<file path="config.mk">
export PLATFORM = sky130hd
export DESIGN_NAME = alu_arbiter
export DESIGN_NICKNAME = d
export VERILOG_FILES = /design/src/rtl/alu_arbiter.sv
export SDC_FILE = /design/constraint.sdc
export NUM_CORES = 1
export LEC_CHECK = 0
export BUFFER_PORTS_ARGS = -buffer_cell sky130_fd_sc_hd__buf_2
export CAP_MARGIN = 20
export CORE_AREA = 2 2 107 109
export CTS_CLUSTER_DIAMETER = 200
export DETAILED_ROUTE_END_ITERATION = 8
export DIE_AREA = 0 0 109 111
export HOLD_SLACK_MARGIN = 0.1
export SLEW_MARGIN = 25
export SYNTH_ARGS = -nofsm -noshare
export SYNTH_HDL_FRONTEND = slang
export SYNTH_SLANG_ARGS = --single-unit
</file>
<file path="constraint.sdc">
create_clock -name i_clk -period 2.15 [get_ports i_clk]
set_input_delay 0.215 -clock i_clk [delete_from_list [all_inputs] [get_ports i_clk]]
set_output_delay 0.215 -clock i_clk [all_outputs]
set_load 0.01 [all_outputs]
</file>
<file path="src/rtl/alu_arbiter.sv">
`default_nettype none
// ============================================================================
// Module   : alu_arbiter
// Purpose  : Round-robin sharing of one combinational ALU among NREQ
//            requesters, with a one-entry backpressurable response buffer.
// Revision : 1.0
// ============================================================================
module alu_arbiter #(
    parameter int NREQ = 2,
    parameter int IDW  = $clog2(NREQ)
) (
    input  logic                 i_clk,
    input  logic                 i_rst_n,
    input  logic [NREQ-1:0]      i_req_valid,
    output logic [NREQ-1:0]      o_req_ready,
    input  logic [32*NREQ-1:0]   i_req_a,
    input  logic [32*NREQ-1:0]   i_req_b,
    input  logic [4*NREQ-1:0]    i_req_op,
    output logic [31:0]          o_alu_a,
    output logic [31:0]          o_alu_b,
    output logic [3:0]           o_alu_op,
    input  logic [31:0]          i_alu_data,
    output logic                 o_rsp_valid,
    output logic [IDW-1:0]       o_rsp_id,
    output logic [31:0]          o_rsp_data,
    input  logic                 i_rsp_ready
);

    logic [IDW-1:0]  r_ptr;
    logic            r_rsp_valid;
    logic [IDW-1:0]  r_rsp_id;
    logic [31:0]     r_rsp_data;

    logic            w_any_valid;
    logic [IDW-1:0]  w_gnt;
    logic            w_can_accept;
    logic [NREQ-1:0] w_ready;
    logic            w_fire;
    logic [IDW-1:0]  w_ptr_nxt;

    // Rotating priority search starting at r_ptr; first valid requester wins.
    always_comb begin
        int w_idx;
        w_any_valid = 1'b0;
        w_gnt       = '0;
        w_idx       = 0;
        for (int i = 0; i < NREQ; i++) begin
            w_idx = int'(r_ptr) + i;
            if (w_idx >= NREQ) begin
                w_idx = w_idx - NREQ;
            end
            if (!w_any_valid && i_req_valid[w_idx]) begin
                w_any_valid = 1'b1;
                w_gnt       = IDW'(w_idx);
            end
        end
    end

    assign w_can_accept = !r_rsp_valid || i_rsp_ready;

    // Ready is masked while reset is asserted so no request is seen as accepted.
    always_comb begin
        w_ready = '0;
        if (w_any_valid && w_can_accept && i_rst_n) begin
            w_ready[w_gnt] = 1'b1;
        end
    end

    assign w_fire    = |(i_req_valid & w_ready);
    assign w_ptr_nxt = (w_gnt == IDW'(NREQ - 1)) ? '0 : w_gnt + 1'b1;

    always_comb begin
        o_alu_a  = '0;
        o_alu_b  = '0;
        o_alu_op = '0;
        if (w_any_valid) begin
            o_alu_a  = i_req_a[32*int'(w_gnt) +: 32];
            o_alu_b  = i_req_b[32*int'(w_gnt) +: 32];
            o_alu_op = i_req_op[4*int'(w_gnt) +: 4];
        end
    end

    // A fire overwrites the buffer even while it is being drained, so no bubble.
    always_ff @(posedge i_clk or negedge i_rst_n) begin
        if (!i_rst_n) begin
            r_ptr       <= '0;
            r_rsp_valid <= 1'b0;
            r_rsp_id    <= '0;
            r_rsp_data  <= '0;
        end else begin
            if (w_fire) begin
                r_ptr       <= w_ptr_nxt;
                r_rsp_valid <= 1'b1;
                r_rsp_id    <= w_gnt;
                r_rsp_data  <= i_alu_data;
            end else if (i_rsp_ready) begin
                r_rsp_valid <= 1'b0;
            end
        end
    end

    assign o_req_ready = w_ready;
    assign o_rsp_valid = r_rsp_valid;
    assign o_rsp_id    = r_rsp_id;
    assign o_rsp_data  = r_rsp_data;

endmodule
`default_nettype wire

</file>
Yosys cells after proc, flatten, opt, wreduce, memory -nomap -nowiden
Index checks and enable logic that the tools add are counted.
{"block": "word_totals", "regBits": 35, "latch_bits": 0, "mem_bits_rw": 0, "romBits": 0, "inputBits": 173, "out_inout_bits": 104, "elab_cells": 48, "memories": 0}
{"block": "op_classes", "add_sub_neg": 4, "multipliers": 0, "div": 0, "n_lt_le_gt_ge": 6, "eq_ne": 0, "n_shift": 3, "mux": 21, "bitwise": 1, "reduce_logical": 9}
{"op": "32-bit 2-to-1 mux", "n": 4}
{"op": "64-bit by 7-bit variable part select with 32-bit output", "n": 2}
{"op": "32-bit by 3-bit < comparator with 1-bit output (second input constant)", "n": 2}
{"op": "1-bit 2-to-1 mux", "n": 14}
{"op": "8-bit by 4-bit variable part select with 4-bit output", "n": 1}
{"op": "1-bit logical AND", "n": 4}
{"op": "4-bit 2-to-1 mux", "n": 1}
{"op": "1-bit by 2-bit subtractor with 3-bit output (second input constant)", "n": 1}
{"op": "2-bit by 2-bit subtractor with 3-bit output (second input constant)", "n": 1}
{"op": "1-bit by 1-bit adder with 2-bit output (second input constant)", "n": 1}
{"op": "2-bit bitwise AND", "n": 1}
{"op": "1-bit by 2-bit >= comparator with 1-bit output (second input constant)", "n": 1}
{"op": "2-bit >= comparator (second input constant)", "n": 1}
{"op": "1-bit zero test", "n": 2}
{"op": "1-bit by 2-bit < comparator with 1-bit output (second input constant)", "n": 1}
{"op": "2-bit 2-to-1 mux", "n": 1}
{"op": "2-bit nonzero test", "n": 1}
{"op": "2-bit OR reduction", "n": 1}
{"op": "1-bit adder (second input constant)", "n": 1}
{"op": "1-bit demux with 1-bit select", "n": 1}
{"op": "1-bit >= comparator (second input constant)", "n": 1}
{"op": "1-bit logical OR", "n": 1}

Longest topological paths before layout
Gate-level depths: netlist of the first run.
{"block": "logic_depth", "ltp_word": 17, "ltp_mapped": 7, "ltp_nobuf": 3}

Worst setup path after synthesis of the first run
No wires, ideal clock.
{"block": "synth_path", "path_type": "flip-flop to output port", "startpoint": "register r_ptr", "endpoint": "output port o_alu_a[22]", "arrival_ps": 1326, "required_ps": 1935, "slack_ps": 609, "path_stages_with_launch": 7, "n_path_buf": 3, "path_cell_list": "dfrtp_1 > nand2b_1 > buf_2 > and2_1 > buf_6 > buf_6 > o21ai_0"}
{"block": "synth_via", "elab_chain_len": 11, "elab_cells_between_ends": 21}
{"item": "from (decl)", "line": "29", "text": "logic [IDW-1:0] r_ptr;"}
{"item": "from (signal assigned)", "line": "92", "text": "r_ptr <= w_ptr_nxt;"}
{"item": "1-bit by 2-bit subtractor with 3-bit output / 1-bit by 2-bit >= comparator with 1-bit output (equally long branches)", "line": "50, 49"}
{"item": "32-bit 2-to-1 mux", "line": "49", "text": "if (w_idx >= NREQ) begin"}
{"item": "1-bit 2-to-1 mux (not written as such) (3 in a row)", "line": "52", "text": "if (!w_any_valid && i_req_valid[w_idx]) begin"}
{"item": "1-bit 2-to-1 mux", "line": "52"}
{"item": "1-bit zero test", "line": "52"}
{"item": "1-bit logical AND", "line": "52"}
{"item": "1-bit 2-to-1 mux", "line": "52"}
{"item": "64-bit by 7-bit variable part select with 32-bit output", "line": "77", "text": "o_alu_a = i_req_a[32*int'(w_gnt) +: 32];"}
{"item": "32-bit 2-to-1 mux (*)", "line": "76", "text": "if (w_any_valid) begin"}
{"item": "to (decl)", "line": "19", "text": "output logic [31:0] o_alu_a,"}
Mark *: on every way between the ends. The rest lies on a longest branch, timed or not. The select of a mux whose other input is x is not followed.

Final worst setup path of the first run
{"block": "layout_path", "startpoint": "register r_ptr", "endpoint": "output port o_alu_b[0]"}
{"block": "layout_via", "elab_chain_len": 11, "elab_cells_between_ends": 21}
{"item": "1-bit by 2-bit subtractor with 3-bit output / 1-bit by 2-bit >= comparator with 1-bit output (equally long branches)", "line": "50, 49"}
{"item": "32-bit 2-to-1 mux", "line": "49"}
{"item": "1-bit 2-to-1 mux (not written as such) (3 in a row)", "line": "52"}
{"item": "1-bit 2-to-1 mux", "line": "52"}
{"item": "1-bit zero test", "line": "52"}
{"item": "1-bit logical AND", "line": "52"}
{"item": "1-bit 2-to-1 mux", "line": "52"}
{"item": "64-bit by 7-bit variable part select with 32-bit output", "line": "78", "text": "o_alu_b = i_req_b[32*int'(w_gnt) +: 32];"}
{"item": "32-bit 2-to-1 mux (*)", "line": "76"}
{"item": "to (decl)", "line": "20", "text": "output logic [31:0] o_alu_b,"}
Marked as above.

==> flow_metrics.env, run 1 <==
export IMPL_grt_pass1_wl_mm=14.5
export IMPL_yosys_area_share_simple=0.254
export IMPL_wl_mm=10.0
export IMPL_netlist_instances=317
export IMPL_h_tree_depth=2
export IMPL_ys_flop_type="dfrtp_1"
export IMPL_cp_arrival_ns=1.79
export IMPL_reg2reg_from="o_rsp_valid"
export IMPL_max_freq_mhz=500
export IMPL_worst_pin_slew_ns=0.682
export IMPL_fin_nets=747
export IMPL_start_kind="flop"
export IMPL_max_slew_margin_rel=0.546
export IMPL_synth_edff_count=0
export IMPL_ys_top_cells_by_area="dfrtp_1, nand3_1, o21ai_0"
export IMPL_core_area_mm2=0.0111
export IMPL_synth_compound_area_frac=0.159
export IMPL_max_cap_violations=0
export IMPL_fin_ws_ns=0.149
export IMPL_port_buffers=276
export IMPL_seq_area_um2=876
export IMPL_drive_gt1_frac=0.564
export IMPL_diodes=0
export IMPL_antenna_found_initial=0
export IMPL_grt_max_degree=72
export IMPL_multi_input_area_mm2=0.00139
export IMPL_ys_seq_elements=35
export IMPL_hold_viol_final=0
export IMPL_holdCritPathClass="in2reg"
export IMPL_yosysTopAreaCell="dfrtp_1"
export IMPL_routabilityCongestion=0.860
export IMPL_vias=3306
export IMPL_synthXorXnorAreaFrac=0
export IMPL_whs_endpoint="o_rsp_data[15]"
export IMPL_syn_area_mm2=0.00247
export IMPL_min_period_over_period=0.931
export IMPL_pre_cts_ws_ns=-0.198
export IMPL_fp_row_count=39
export IMPL_drc=0
export IMPL_numCtsBuffers=5
export IMPL_overflow=0
export IMPL_ios=277
export IMPL_r2r_slack_ns=0.71
export IMPL_synth_top_family_by_area="simple AND/OR/NAND/NOR gates"
export IMPL_tns_ns=0
export IMPL_synth_cell_type_count=20
export IMPL_setup_viol_count_final=0
export IMPL_drtPass1Iterations=4
export IMPL_yosys_warnings=0
export IMPL_syn_to_final_growth_pct=64.7
export IMPL_critPathKind="reg2out"
export IMPL_cts_sinks=35
export IMPL_fillers=1174
export IMPL_syn_area_per_cell_um2=7.80
export IMPL_synthMuxAreaShare=0.146
export IMPL_r2r_end="o_rsp_data[28]"
export IMPL_path_clk_slew_ns=0.05
export IMPL_insertion_delay_ns=0.27
export IMPL_yosys_area_share_adder=0
export IMPL_cp_max_fo=68
export IMPL_cts_setup_buffers=0
export IMPL_cts_tree="yes"
export IMPL_vias_per_cell=4.61
export IMPL_synthDominantCellAreaShare=0.354
export IMPL_rr_worst_depth=4
export IMPL_postRouteAntennaNets=0
export IMPL_dieArea_mm2=0.0121
export IMPL_grt_pass1_vias=3049
export IMPL_p_per_area_mw_per_mm2=664
export IMPL_wl_per_cell_um=14.0
export IMPL_die_x_um=109
export IMPL_drv_slew=0
export IMPL_status="finished, final reports clean"
export IMPL_p_leak_nw=2.19
export IMPL_place_hpwl_mm=7.49
export IMPL_vdd_drop_max_mv=0.540
export IMPL_fin_worst_skew_ns=0.00299
export IMPL_yosys_top_cells_count="nand2_1, nand3_1, o21ai_0"
export IMPL_clockBufferDepth=2
export IMPL_clockRootBuffer="clkbuf_16"
export IMPL_track_usage=0.148
export IMPL_synth_most_common_cell="nand2_1"
export IMPL_ys_seq_area_frac=0.354
export IMPL_min_path_cells=2
export IMPL_syn_nets=490
export IMPL_rsz0062_at_grt="no"
export IMPL_min_from="i_alu_data[15]"
export IMPL_die_h_um=111
export IMPL_async_reset_ff_frac=1.00
export IMPL_start_util=0.223
export IMPL_required_ns=1.93
export IMPL_post_route_min_period_ns=2.00
export IMPL_drtIter0Drc=294
export IMPL_end_kind="primary output"
-- layer usage --
layer,share of wire,vias up,global-route usage
met2,0.49,180,0.265
met1,0.38,1493,0.170
li1,-,1612,-
met5,0,-,0
met4,0.025,0,0.0504
met3,0.099,21,0.0347
-- final cells by class --
| cell class | count | share of cell area |
|---|---|---|
| Timing Repair Buffer | 284 | 0.359 |
| Multi-Input combinational cell | 248 | 0.342 |
| Tap cell | 143 | 0.0439 |
| Sequential cell | 35 | 0.215 |
| Clock buffer | 5 | 0.0307 |
| Clock inverter | 2 | 0.00922 |
-- power by group --
group          switching (mW)  internal, mW  total (mW)
clock                   0.254         0.539       0.793
sequential             0.0596         0.782       0.841
combinational           0.581         0.486        1.07
-- flip-flops by register name, summed over array words and instances, names as in the netlist --
register	count
o_rsp_data	32
r_ptr	1
o_rsp_id	1
o_rsp_valid	1
-- cells by family (layout without fill, tap and decap cells) --
kind of cell,after synthesis,after routing
buffers and inverters,35,291
multiplexers,32,32
AO/OA/AOI/OAI,73,73
AND/OR/NAND/NOR,142,143
flip-flops,35,35
-- per-stage QoR --
| step | area, um^2 | hold slack [ns] | instances | power, mW | util |
|---|---|---|---|---|---|
| after detailed placement | 3890 | 0.0882 | 708 | 1.91 | 0.351 |
| after CTS | 4060 | 0.146 | 716 | 2.73 | 0.367 |
| after global routing | 4070 | 0.151 | 717 | 2.88 | 0.368 |
| final | 4070 | 0.153 | 717 | 2.70 | 0.368 |
| after floorplan | 2470 | -0.0806 | 317 | 1.43 | - |
| after global placement | 3890 | 0.0961 | 708 | 1.89 | 0.351 |
-- timing repair --
action	4_1_cts	5_1_grt
gates resized for setup	2	1
hold endpoints to repair	3	0
pin swaps	0	1
hold buffers	1	0
setup endpoints to repair	70	3
cloned	0	1
-- layout by cell type, fill, tap and decap left out, types with 2 or more instances in the layout --
cell type	count
buf_2	276
nand2_1	69
nand3_1	68
o21ai_0	67
dfrtp_1	35
mux2_2	30
clkbuf_16	5
buf_4	5
mux2_1	2
-- worst max-delay path by stage --
stage                     start     endpoint  slack (ns)  cells past startpoint
after CTS                 r_ptr   o_alu_b[0]       0.006                      5
after global placement    r_ptr   o_alu_b[0]       -0.12                      4
after global routing      r_ptr   o_alu_b[0]        0.06                      5
after floorplan           r_ptr  o_alu_a[22]        0.61                      6
after detailed placement  r_ptr   o_alu_b[0]       -0.20                      4
final                     r_ptr   o_alu_b[0]        0.15                      5
-- critical path: stages (launching register included) --
cell,delay (ns)
dfrtp_1,0.36
nand2b_2,0.15
buf_6,0.41
nand3_1,0.13
o21ai_1,0.24
buf_2,0.21
Power figures use the tool's default switching activity.
==> run 2, diff against run 1 <==
Settings changed: CELL_PAD_IN_SITES_DETAIL_PLACEMENT set to 0, CELL_PAD_IN_SITES_GLOBAL_PLACEMENT set to 2, CORE_AREA 2 2 107 109 to not set, CORE_ASPECT_RATIO set to 1.5, CORE_MARGIN set to 1.5, CORE_UTILIZATION set to 17, CTS_BUF_LIST set to sky130_fd_sc_hd__clkbuf_8 sky130_fd_sc_hd__clkbuf_16, DIE_AREA 0 0 109 111 to not set, PLACE_DENSITY_LB_ADDON set to 0.1, TNS_END_PERCENT set to 20.
==> flow_metrics.env, run 2 (same netlist as run 1, synthesis figures left out) <==
export IMPL_holdCritPathClass="in2reg"
export IMPL_cp_max_fo=46
export IMPL_tns_ns=0
export IMPL_cp_arrival_ns=1.84
export IMPL_drtIter0Drc=65
export IMPL_vias=3306
export IMPL_drv_slew=0
export IMPL_mostFrequentLayoutCell="buf_2"
export IMPL_numCtsBuffers=5
export IMPL_dieArea_mm2=0.0153
export IMPL_core_area_mm2=0.0141
export IMPL_critPathKind="reg2out"
export IMPL_placed_area_mm2=0.00400
export IMPL_hold_viol_final=0
export IMPL_min_path_cells=2
export IMPL_final_area_mm2=0.00415
export IMPL_setup_viol_count_final=0
export IMPL_routabilityCongestion=0.736
export IMPL_syn_to_final_growth_pct=68.0
export IMPL_grt_pass1_wl_mm=17.2
export IMPL_drtPass1Iterations=4
export IMPL_wl_per_cell_um=15.5
export IMPL_overflow=0
export IMPL_p_leak_nw=2.20
export IMPL_drc=0
export IMPL_max_slew_margin_rel=0.684
export IMPL_clockBufferDepth=2
export IMPL_insertion_delay_ns=0.28
export IMPL_track_usage=0.146
export IMPL_min_period_over_period=0.955
export IMPL_fin_hold_ws_ns=0.144
export IMPL_h_tree_depth=2
export IMPL_end_kind="primary output"
export IMPL_post_route_min_period_ns=2.05
export IMPL_largest_reg_flops=32
export IMPL_postRouteAntennaNets=0
export IMPL_final_cells=770
export IMPL_grt_max_degree=71
export IMPL_fin_nets=749
export IMPL_dp_cells=760
export IMPL_cts_sinks=35
export IMPL_wl_mm=11.9
export IMPL_place_hpwl_mm=9.10
export IMPL_fillers=1614
export IMPL_max_cap_violations=0
export IMPL_grt_pass1_vias=3230
export IMPL_clockRootBuffer="clkbuf_16"
export IMPL_rsz0062_at_grt="no"
export IMPL_rr_worst_depth=4
export IMPL_r2r_slack_ns=0.79
export IMPL_multi_input_area_mm2=0.00139
export IMPL_antenna_found_initial=2
export IMPL_vias_per_cell=4.29
export IMPL_required_ns=1.93
export IMPL_start_util=0.175
export IMPL_die_x_um=101
export IMPL_p_per_area_mw_per_mm2=634
export IMPL_ios=277
export IMPL_layout_common_cells="buf_2, nand2_1, nand3_1, o21ai_0, dfrtp_1"
export IMPL_cts_setup_buffers=0
export IMPL_port_buffers=276
export IMPL_fp_row_count=53
export IMPL_worst_pin_slew_ns=0.474
export IMPL_vdd_drop_max_mv=0.609
export IMPL_die_h_um=151
export IMPL_path_clk_slew_ns=0.06
export IMPL_seq_area_um2=876
export IMPL_fin_worst_skew_ns=0.00302
export IMPL_cts_tree="yes"
export IMPL_start_kind="flop"
export IMPL_max_freq_mhz=487
export IMPL_status="finished, final reports clean"
export IMPL_drive_gt1_frac=0.567
## run 2: cell types whose count changed in the layout (fill, tap and decap cells not counted)
cell / previous run / this run
buf_12: 1 / 3
buf_4: 5 / 7
and2_4: 1 / 0
buf_6: 1 / 0
bufinv_16: 1 / 0
clkinv_2: 0 / 1
clkinvlp_4: 1 / 2
diode_2: 0 / 1
## run 2: critical path, stage by stage (launching register included)
cell      delay, ns
dfrtp_1        0.38
nand2b_2       0.20
and2_2         0.20
buf_4          0.25
o21ai_0        0.29
buf_2          0.19
## run 2: area by class of cell
cell class                      count  share of cell area
Timing Repair Buffer              287               0.362
Multi-Input combinational cell    247               0.334
Sequential cell                    35               0.211
Tap cell                          192              0.0578
Clock buffer                        5              0.0301
Clock inverter                      3             0.00482
Antenna cell                        1            0.000603
## run 2: power by group
part / total (mW) / leakage [nW] / internal, mW / switching (mW)
registers: 0.841 / 0.409 / 0.782 / 0.0597
clock network: 0.707 / 0.0658 / 0.426 / 0.281
logic: 1.09 / 1.73 / 0.499 / 0.587
total: 2.63 / 2.20 / 1.71 / 0.928
## run 2: what timing repair did
action,CTS,global route
hold buffers,1,0
gates resized for setup,0,1
endpoints found under the hold margin,35,0
setup endpoints to repair,0,1
## run 2: layer usage
| metal | up-vias | track usage | wire length (um) | part of all wire |
|---|---|---|---|---|
| met4 | 2 | 0.0333 | 87 | 0.0073 |
| met1 | 1512 | 0.153 | 4330 | 0.36 |
| met3 | 9 | 0.0455 | 1100 | 0.092 |
| li1 | 1615 | - | - | - |
| met5 | - | 0 | 13 | 0.0011 |
| met2 | 168 | 0.279 | 6400 | 0.54 |
## run 2: worst paths after layout
check	end	startpoint
max reg2reg	o_rsp_data[22]	o_rsp_valid
min in group asynchronous	o_rsp_data[0]	i_rst_n
max	o_alu_b[13]	r_ptr
min	o_rsp_data[11]	i_alu_data[11]
min reg2reg	o_rsp_data[11]	o_rsp_data[11]
max in group asynchronous	o_rsp_data[27]	i_rst_n
## run 2: per-stage QoR
stage / util / power [mW] / worst slack (ns)
after CTS: 0.294 / 2.69 / 0.0600
final: 0.294 / 2.63 / 0.0957
after detailed placement: 0.283 / 1.96 / 0.376
after global routing: 0.294 / 2.81 / 0.00892
after floorplan: - / 1.43 / 0.609
after global placement: 0.283 / 1.95 / 0.362
==> run 3, diff against run 2 <==
Settings changed: CORE_ASPECT_RATIO 1.5 to 0.6.
==> flow_metrics.env, run 3 (same netlist as run 1, synthesis figures left out) <==
export IMPL_status="finished, final reports clean"
export IMPL_drtIter0Drc=119
export IMPL_drtPass1Iterations=4
export IMPL_wl_per_cell_um=14.6
export IMPL_r2r_end="o_rsp_data[30]"
export IMPL_grt_pass1_wl_mm=15.8
export IMPL_overflow=0
export IMPL_wl_mm=11.2
export IMPL_clockRootBuffer="clkbuf_16"
export IMPL_end_kind="primary output"
export IMPL_fillers=1553
export IMPL_fin_hold_ws_ns=0.152
export IMPL_largest_reg_flops=32
export IMPL_holdCritPathClass="in2reg"
export IMPL_reg2reg_from="o_rsp_valid"
export IMPL_post_route_min_period_ns=1.94
export IMPL_drv_slew=0
export IMPL_syn_to_final_growth_pct=68.2
export IMPL_max_freq_mhz=514
export IMPL_track_usage=0.134
export IMPL_cp_arrival_ns=1.73
export IMPL_fin_ws_ns=0.206
export IMPL_clockBufferDepth=2
export IMPL_setup_viol_count_final=0
export IMPL_layout_common_cells="buf_2, nand2_1, nand3_1, o21ai_0, dfrtp_1"
export IMPL_p_leak_nw=2.21
export IMPL_tns_ns=0
export IMPL_place_hpwl_mm=8.26
export IMPL_fin_nets=746
export IMPL_port_buffers=276
export IMPL_rr_worst_depth=4
export IMPL_r2r_slack_ns=0.73
export IMPL_fp_row_count=33
export IMPL_seq_area_um2=876
export IMPL_dieArea_mm2=0.0153
export IMPL_pre_cts_ws_ns=0.336
export IMPL_multi_input_area_mm2=0.00139
export IMPL_vias=3246
export IMPL_rsz0062_at_grt="no"
export IMPL_h_tree_depth=2
export IMPL_hold_viol_final=0
export IMPL_required_ns=1.93
export IMPL_cp_max_fo=43
export IMPL_core_area_mm2=0.0139
export IMPL_insertion_delay_ns=0.28
export IMPL_max_slew_margin_rel=0.636
export IMPL_drive_gt1_frac=0.563
export IMPL_ios=277
export IMPL_max_cap_violations=0
export IMPL_numCtsBuffers=5
export IMPL_worst_pin_slew_ns=0.547
export IMPL_grt_max_degree=71
export IMPL_die_x_um=159
export IMPL_start_util=0.178
export IMPL_vias_per_cell=4.23
export IMPL_postRouteAntennaNets=0
export IMPL_die_h_um=96.4
export IMPL_path_clk_slew_ns=0.05
export IMPL_vdd_drop_max_mv=0.294
export IMPL_grt_pass1_vias=3007
export IMPL_drc=0
export IMPL_antenna_found_initial=1
export IMPL_cts_tree="yes"
export IMPL_cts_sinks=35
export IMPL_critPathKind="reg2out"
export IMPL_p_per_area_mw_per_mm2=642
export IMPL_final_util=0.299
export IMPL_start_kind="flop"
export IMPL_cts_setup_buffers=0
export IMPL_routabilityCongestion=0.742
export IMPL_fin_worst_skew_ns=0.00337
export IMPL_min_period_over_period=0.904
export IMPL_mostFrequentLayoutCell="buf_2"
export IMPL_startpoint="r_ptr"
export IMPL_endpoint="o_alu_a[2]"
==> run 3: changes by cell type in the layout (fill, tap and decap cells not counted) <==
cell / delta
buf_4: -5
buf_6: +1
buf_12: +1
o21ai_0: +1
and2_2: -1
inv_1: +1
o21ai_1: -1
clkinvlp_4: -2
and2_4: +1
clkbuf_8: +2
clkinv_2: -1
==> run 3: layout make-up <==
class / instances / area share
Clock buffer: 7 / 0.0367
Tap cell: 192 / 0.0578
Antenna cell: 1 / 0.000602
Timing Repair Buffer: 284 / 0.360
Sequential cell: 35 / 0.211
Multi-Input combinational cell: 247 / 0.333
Clock inverter: 1 / 0.000903
==> run 3: through the flow <==
step / power [mW] / cell area, um^2 / cells
finish: 2.67 / 4160 / 767
CTS: 2.72 / 4150 / 766
global route: 2.87 / 4160 / 767
floorplan: 1.43 / 2470 / 317
global placement: 1.95 / 3990 / 757
detailed placement: 1.95 / 3990 / 757
==> run 3: where the power goes <==
group	total (mW)	switching, mW	internal (mW)
registers	0.839	0.0571	0.782
logic	1.08	0.586	0.498
clock network	0.750	0.262	0.488
total	2.67	0.904	1.77
==> run 3: routing by layer <==
layer | vias up | share of wire | track usage
li1 | 1616 | - | -
met1 | 1459 | 0.38 | 0.155
met2 | 163 | 0.49 | 0.237
met3 | 8 | 0.11 | 0.0540
met4 | 0 | 0.0079 | 0.0226
met5 | - | 0 | 0
==> run 3: how the worst min path moves through the flow <==
stage	slack, ns	start	end	cells past startpoint
floorplan	-0.08	i_rst_n	o_rsp_data[0]	0
global placement	0.27	i_rst_n	o_rsp_data[1]	2
detailed placement	0.28	i_rst_n	o_rsp_data[21]	2
CTS	0.15	i_alu_data[11]	o_rsp_data[11]	2
global route	0.16	i_alu_data[17]	o_rsp_data[17]	2
finish	0.15	i_alu_data[11]	o_rsp_data[11]	2
==> run 3: critical path: stages, from the launching register on <==
cell	delay [ns]
dfrtp_1	0.38
nand2b_2	0.19
and2_4	0.26
buf_12	0.21
o21ai_0	0.23
buf_2	0.17
==> run 3: what timing repair did <==
item | CTS | global route
gates resized for setup | 0 | 2
endpoints found under the hold margin | 35 | 0
hold buffers | 1 | 0
setup endpoints to repair | 0 | 58
